--- config.mk ---
export PLATFORM = sky130hd
export DESIGN_NAME = add_arbiter
export DESIGN_NICKNAME = d
export VERILOG_FILES = /design/src/rtl/add_arbiter.sv
export SDC_FILE = /design/constraint.sdc
export NUM_CORES = 1
export LEC_CHECK = 0
export BUFFER_PORTS_ARGS = -buffer_cell sky130_fd_sc_hd__buf_2
export CAP_MARGIN = 20
export CORE_AREA = 2 2 157 159
export CTS_CLUSTER_DIAMETER = 200
export CTS_CLUSTER_SIZE = 10
export DETAILED_ROUTE_END_ITERATION = 10
export DIE_AREA = 0 0 159 161
export HOLD_SLACK_MARGIN = 0.03
export PLACE_DENSITY = 0.63
export SLEW_MARGIN = 30
export SYNTH_ARGS = -nofsm -noshare
export SYNTH_HDL_FRONTEND = slang
export SYNTH_SLANG_ARGS = --single-unit
--- constraint.sdc ---
create_clock -name clock -period 2.7 [get_ports clock]
set_input_delay 0.405 -clock clock [delete_from_list [all_inputs] [get_ports clock]]
set_output_delay 0.405 -clock clock [all_outputs]
set_load 0.02 [all_outputs]
--- src/rtl/add_arbiter.sv ---
// add_arbiter: round-robin sequencer sharing one external WIDTH-bit adder among NUM_REQ requesters.
// Optional build macro ADD_ARB_SUB_EN adds a per-requester subtract select (A - B).
module add_arbiter #(
    parameter int NUM_REQ = 4,
    parameter int WIDTH   = 32,
    parameter int ID_W    = 2
) (
    input  logic                     clock,
    input  logic                     resetn,
    input  logic [NUM_REQ-1:0]       req,
    input  logic [NUM_REQ*WIDTH-1:0] op_a,
    input  logic [NUM_REQ*WIDTH-1:0] op_b,
    input  logic [NUM_REQ-1:0]       cin,
`ifdef ADD_ARB_SUB_EN
    input  logic [NUM_REQ-1:0]       sub,
`endif
    output logic [NUM_REQ-1:0]       gnt,
    output logic                     done,
    output logic [WIDTH-1:0]         result,
    output logic                     cout,
    output logic [ID_W-1:0]          result_id,
    output logic [WIDTH-1:0]         add_rA,
    output logic [WIDTH-1:0]         add_rB,
    output logic                     add_cIn,
    input  logic [WIDTH-1:0]         add_S,
    input  logic                     add_cOut
);

    typedef enum logic {IDLE, EXEC} state_t;

    state_t               state;
    state_t               stateNext;
    logic [ID_W-1:0]      rrPtr;
    logic [ID_W-1:0]      rrPtrNext;
    logic [ID_W-1:0]      candIdx;
    logic [ID_W-1:0]      selIdx;
    logic                 anyReq;
    logic                 grantFire;
    logic [NUM_REQ-1:0]   gntOneHot;
    logic [WIDTH-1:0]     selA;
    logic [WIDTH-1:0]     selB;
    logic                 selCin;

    logic [WIDTH-1:0]     rA_p1;
    logic [WIDTH-1:0]     rB_p1;
    logic                 cIn_p1;
    logic [ID_W-1:0]      id_p1;

    always_comb begin
        candIdx   = '0;
        selIdx    = '0;
        anyReq    = 1'b0;
        stateNext = state;

        // First set request at or above rrPtr, wrapping at NUM_REQ.
        for (int k = 0; k < NUM_REQ; k++) begin
            candIdx = ID_W'((int'(rrPtr) + k) % NUM_REQ);
            if (!anyReq && req[candIdx]) begin
                anyReq = 1'b1;
                selIdx = candIdx;
            end
        end

        grantFire = (state == IDLE) && anyReq;
        rrPtrNext = ID_W'((int'(selIdx) + 1) % NUM_REQ);
        gntOneHot = NUM_REQ'(1) << selIdx;

        selA   = op_a[int'(selIdx)*WIDTH +: WIDTH];
        selB   = op_b[int'(selIdx)*WIDTH +: WIDTH];
        selCin = cin[selIdx];
`ifdef ADD_ARB_SUB_EN
        if (sub[selIdx]) begin
            selB   = ~selB;
            selCin = 1'b1;
        end
`endif

        case (state)
            IDLE:    if (anyReq) stateNext = EXEC;
            EXEC:    stateNext = IDLE;
            default: stateNext = IDLE;
        endcase
    end

    always_ff @(posedge clock) begin
        if (!resetn) state <= IDLE;
        else         state <= stateNext;
    end

    always_ff @(posedge clock) begin
        if (!resetn) begin
            rrPtr     <= '0;
            gnt       <= '0;
            done      <= 1'b0;
            result    <= '0;
            cout      <= 1'b0;
            result_id <= '0;
            rA_p1     <= '0;
            rB_p1     <= '0;
            cIn_p1    <= 1'b0;
            id_p1     <= '0;
        end else begin
            gnt  <= '0;
            done <= 1'b0;
            // Stage 1: capture the granted requester's operands for the EXEC cycle.
            if (grantFire) begin
                gnt    <= gntOneHot;
                rA_p1  <= selA;
                rB_p1  <= selB;
                cIn_p1 <= selCin;
                id_p1  <= selIdx;
                rrPtr  <= rrPtrNext;
            end
            // Stage 2: register the adder output; held until the next done.
            if (state == EXEC) begin
                result    <= add_S;
                cout      <= add_cOut;
                result_id <= id_p1;
                done      <= 1'b1;
            end
        end
    end

    assign add_rA  = rA_p1;
    assign add_rB  = rB_p1;
    assign add_cIn = cIn_p1;

endmodule

-- Yosys cells after proc, flatten, opt, wreduce, memory -nomap -nowiden
Cells that the tools add are included.
- output and inout port bits: 105
- RAM bits: 0
- memories: 0
- ROM bits: 0
- word-level logic and storage cells: 53
- bits in latches: 0
- flip-flop bits (word level): 110
- bitwise operators: 1
- eq/ne operators: 0
- multiplexer cells: 21
- multiply operators: 0
- div/mod/pow operators: 0
- shift-type cells: 3
- reductions and logical operators: 8
- order comparisons: 5
- add/subtract/negate cells: 4
- operators by type and width (cell ; count):
    indexed part select 128 x 8 -> 32 bit ; 2
    < comparator 2 x 3 -> 1 bit, second input constant ; 5
    2-to-1 mux 1 bit ; 11
    binary-select mux 1 bit (select 2 bit) ; 5
    2-to-1 mux 2 bit ; 4
    adder 2 x 1 -> 2 bit, second input constant ; 2
    adder 2 bit, second input constant ; 2
    logical AND 1 bit ; 4
    left shift 1 x 2 -> 4 bit, first input constant ; 1
    zero test 1 bit ; 3
    case mux 1 bit (2 select lines) ; 1
    AND reduction 2 bit ; 1
    NOT 1 bit ; 1

-- Depth between registers and ports, before layout
- depth after elaboration: 14
- mapped depth: 9
- depth with buffers taken out: 5

-- Worst setup path after synthesis
OpenSTA, ideal clock, no wires.
- path type: input-to-reg
- start: input req[0]
- end: register rB_p1[4], in the netlist add_rB[4]
- path buffers: 3
- arrival time: 1.716 ns
- stages: 8
- required time: 2.573 ns
- slack: 0.857 ns
- setup time: 0.127 ns
- path through: nor2b_1 > or4b_1 > buf_2 > and4_4 > buf_6 > buf_6 > o21ai_2 > o211ai_1
- longest elaborated chain between the ends: 13
- elaborated cells on any way between the ends: 24
- RTL lines (what ; RTL line ; text):
    start, declared ; 10 ; input logic [NUM_REQ-1:0] req,
    binary-select mux 1 bit (select 2 bit) ; 58 ; if (!anyReq && req[candIdx]) begin
    2-to-1 mux 1 bit (not written as such) ; 58 ;
    2-to-1 mux 1 bit ; 58 ;
    zero test 1 bit ; 58 ;
    logical AND 1 bit ; 58 ;
    2-to-1 mux 1 bit ; 58 ;
    zero test 1 bit ; 58 ;
    logical AND 1 bit ; 58 ;
    2-to-1 mux 1 bit ; 58 ;
    zero test 1 bit ; 58 ;
    logical AND 1 bit ; 58 ;
    2-to-1 mux 2 bit or 2-to-1 mux 1 bit (tied branches) ; 58 ;
    indexed part select 128 x 8 -> 32 bit or logical AND 1 bit (tied branches) ; 69, 64 ;
    end signal, assigned ; 109 ; rB_p1 <= selB;
    end, declared ; 45 ; logic [WIDTH-1:0] rB_p1;
Parallel ways exist; a longest one is shown, timed or not. The select of a mux whose other input is x is not followed.
A chain may end at the register's enable or synchronous reset.

-- Worst setup path after layout
- start: register rrPtr[0]
- end: register rB_p1[11], in the netlist add_rB[11]
- longest elaborated chain between the ends: 13
- elaborated cells on any way between the ends: 27
- RTL lines (what ; RTL line ; text):
    start, declared ; 33 ; logic [ID_W-1:0] rrPtr;
    start signal, assigned ; 112 ; rrPtr <= rrPtrNext;
    parallel branches: the longest is 13 deep, another holds adder 2 x 1 -> 2 bit ; -- ;
Parallel ways; which one is timed is not known. The select of a mux whose other input is x is not followed.

==> flow_summary.toml <==
[grt]
grt_pass1_vias = 6392
grt_max_degree = 91
grt_pass1_wl_um = 33900
antenna_violations_before_repair = 3
remaining_overflow_grt = 0
grt_util_all_layers = 0.164

[sta]
fin_crit_ns = 2.12
timing.slew.headroom = 0.434
hold_ws_ns = 0.276
grt_setup_unrepaired = "false"
final_max_slew_viol_count = 0
setup_viol = 0
hold_viol = 0
timing.setup.tns_ns = 0
worst_max_slew_pin_slew_ns = 0.849
worst_case_clock_skew_ns = 0.0127
fmaxAchievable_mhz = 473
final.period_utilization = 0.784

[critical_path]
r2r_start = "rrPtr[0]"
path_cells = "nor2b_1, or4_1, buf_4, nand2_2, nand2_2, buf_4, o211ai_1"
critPathCaptureType = "flop"
timing.reg2reg.worst_path_depth = 7
crit_fanout = 46
critPathRequiredTime_ns = 2.91
cp_slowest_cell = "buf_4"
critPathMaxStageDelay_ns = 0.46
setup.reg_to_reg.worst_slack_ns = 0.58
worstSetupPathType = "flop to flop"
worst_ep_arrival_time_ns = 2.33
worst_setup_path_start_kind = "flop"
critical_path.reg2reg.endpoint = "add_rB[11]"

[cts]
cts.repair.resized = 0
cts_buffers = 9
clock-root-buffer = "clkbuf_16"
tritoncts_clock_tree = "yes"
maximum_level_of_the_cts_h_tree = 3
cts.sinks = 110
latest_clock_arrival_within_the_worst_skew_pair_ns = 0.36
cts.hold.buffers_added = 0
post_cts.repair.setup_buffers = 0
cts_max_path_buffers = 2
clk_pin_slew_worst_paths_ns = 0.09

[hold_path]
worst_min_delay_path_class = "primary input to flop"
hold_path_depth = 3
hold_path_startpoint = "add_S[14]"
min_delay_worst_endpoint = "result[14]"

[synthesis]
ys_types = 31
ys_warn_count = 0
post-synth-top-area-cell = "dfxtp_1"
synth_sequential_area_ratio = 0.368
ys_seq_elements = 110
syn_nets = 974
synth.area.top_cells = "dfxtp_1 (37%), mux2i_1 (17%), o211ai_1 (8.2%)"
synth_area_per_cell_um2 = 8.86
synth_largest_type_area_fraction = 0.368
post_synth_instance_area_um2 = 5980
syn-instance-count = 675

[route]
drt_drc_violations_left = 0
drt_pre_antenna_iters = 4
route.final.wire_length_um = 21700
routed-via-count = 6359
drt-initial-drc-count = 298
detail_route.vias_per_cell = 4.63
post_drt_wl_per_cell_um = 15.8
drtAntennaViolNets = 0

[die]
floorplan.rows = 57
dieHeight_um = 161
ports = 404
floorplan.die_area_um2 = 25600
die-width_um = 159
floorplan.initialDensity = 0.250
core_area_um2 = 24000

[power_and_ir_drop]
power.density_nw_per_um2 = 580
p_leak_nw = 4.22
vdd_drop_max_mv = 0.240
total_power_mw = 4.99

[layout]
layout-area-overhead-vs-synth_pct = 43.9
filler_cell_count = 2545
final_layout_size_suffix_gt1_frac = 0.468
finalNetCount = 1342

[placement]
place.gp.congestion = 0.836
hpwl_um = 16300
numPortBuffers = 403

[run]
maxCapViolations = 0

[status]
status = "finished clean"
layout by cell type, fill, tap and decap left out, types with 26 or more instances in the layout:
cell type  synthesis  final
o21ai_2           40     40
nand2_1           70     70
a21boi_0          44     44
mux2i_1          102    102
nor2_1            44     42
dfxtp_1          110    109
buf_2             11    403
o211ai_1          65     65
o21ai_0           26     26
and3_1            44     44
metrics by stage:
| step | setup WS (ns) | cell area [um^2] | utilization | cells |
|---|---|---|---|---|
| 2_1_floorplan | 0.857 | 5980 | - | 675 |
| 3_3_place_gp | 0.440 | 8290 | 0.346 | 1356 |
| 3_5_place_dp | 0.308 | 8290 | 0.346 | 1356 |
| 4_1_cts | 0.568 | 8600 | 0.359 | 1372 |
| 5_1_grt | 0.387 | 8610 | 0.359 | 1373 |
| 6_report | 0.584 | 8610 | 0.359 | 1373 |
Yosys cell counts:
| cell type | instances |
|---|---|
| a211o_1 | 1 |
| a21boi_0 | 44 |
| a21o_1 | 21 |
| a21oi_1 | 1 |
| a21oi_2 | 1 |
| a311oi_1 | 1 |
| and2_1 | 5 |
| and3_1 | 44 |
| and4_4 | 1 |
| buf_1 | 7 |
| buf_2 | 11 |
| buf_6 | 9 |
| clkbuf_1 | 37 |
| clkbuf_2 | 1 |
| dfxtp_1 | 110 |
| inv_1 | 1 |
| mux2i_1 | 102 |
| nand2_1 | 70 |
| nand2_2 | 2 |
| nand3_1 | 21 |
| nand4_1 | 1 |
| nor2_1 | 44 |
| nor2b_1 | 4 |
| nor4_1 | 1 |
| nor4b_1 | 1 |
| o211ai_1 | 65 |
| o21ai_0 | 26 |
| o21ai_2 | 40 |
| o21bai_2 | 1 |
| or4_1 | 1 |
| or4b_1 | 1 |
sequential cells by signal, indices dropped and copies added (netlist names):
signal	cells
rrPtr	2
result	32
gnt	4
id_p1	2
add_rA	32
cout	1
result_id	2
add_cIn	1
done	1
state	1
add_rB	32
layout make-up:
class / instances / area [um^2] / share of cell area
well taps: 324 / 405 / 0.0471
diodes: 1 / 2.50 / 0.000291
flip-flops and latches: 110 / 2200 / 0.256
inverters: 1 / 3.75 / 0.000436
repair buffers: 422 / 2200 / 0.255
multi-input cells: 499 / 3480 / 0.404
clock inverters: 7 / 88.8 / 0.0103
clock buffers: 9 / 225 / 0.0262
per-layer routing:
metal	GRT usage	part of all wire
met5	0	0.0012
met4	0.0393	0.011
met3	0.0437	0.069
met2	0.290	0.49
met1	0.200	0.43
logic make-up after synthesis:
logic type | Yosys count | synth area share
AO/OA/AOI/OAI | 201 | 0.251
AND/OR/NAND/NOR | 196 | 0.155
flip-flops | 110 | 0.368
multiplexers | 102 | 0.171
buffers and inverters | 66 | 0.0552
critical path, delay by kind of cell, from the launching register on:
kind / cells / cell delay [ns]
AOI/OAI and AO/OA: 1 / 0.18
and+or+nand+nor: 4 / 0.70
DFF: 1 / 0.33
buffers and inverters: 2 / 0.74
worst max path at each step:
stage | from | depth (start not counted) | to | slack, ns
2_1_floorplan | req[0] | 8 | add_rB[4] | 0.86
3_3_place_gp | req[1] | 8 | add_rB[1] | 0.44
3_5_place_dp | req[1] | 8 | add_rB[22] | 0.31
4_1_cts | rrPtr[0] | 7 | add_rB[22] | 0.57
5_1_grt | rrPtr[0] | 7 | add_rB[23] | 0.39
6_report | rrPtr[0] | 7 | add_rB[11] | 0.58
power by group:
part           internal (mW)  total, mW  switching (mW)  leakage (nW)
registers               1.82       1.93           0.103         0.907
logic                  0.684       1.66           0.973          3.16
clock network          0.677       1.41           0.733         0.153
total                   3.19       4.99            1.81          4.22
Power figures use the tool's default switching activity.
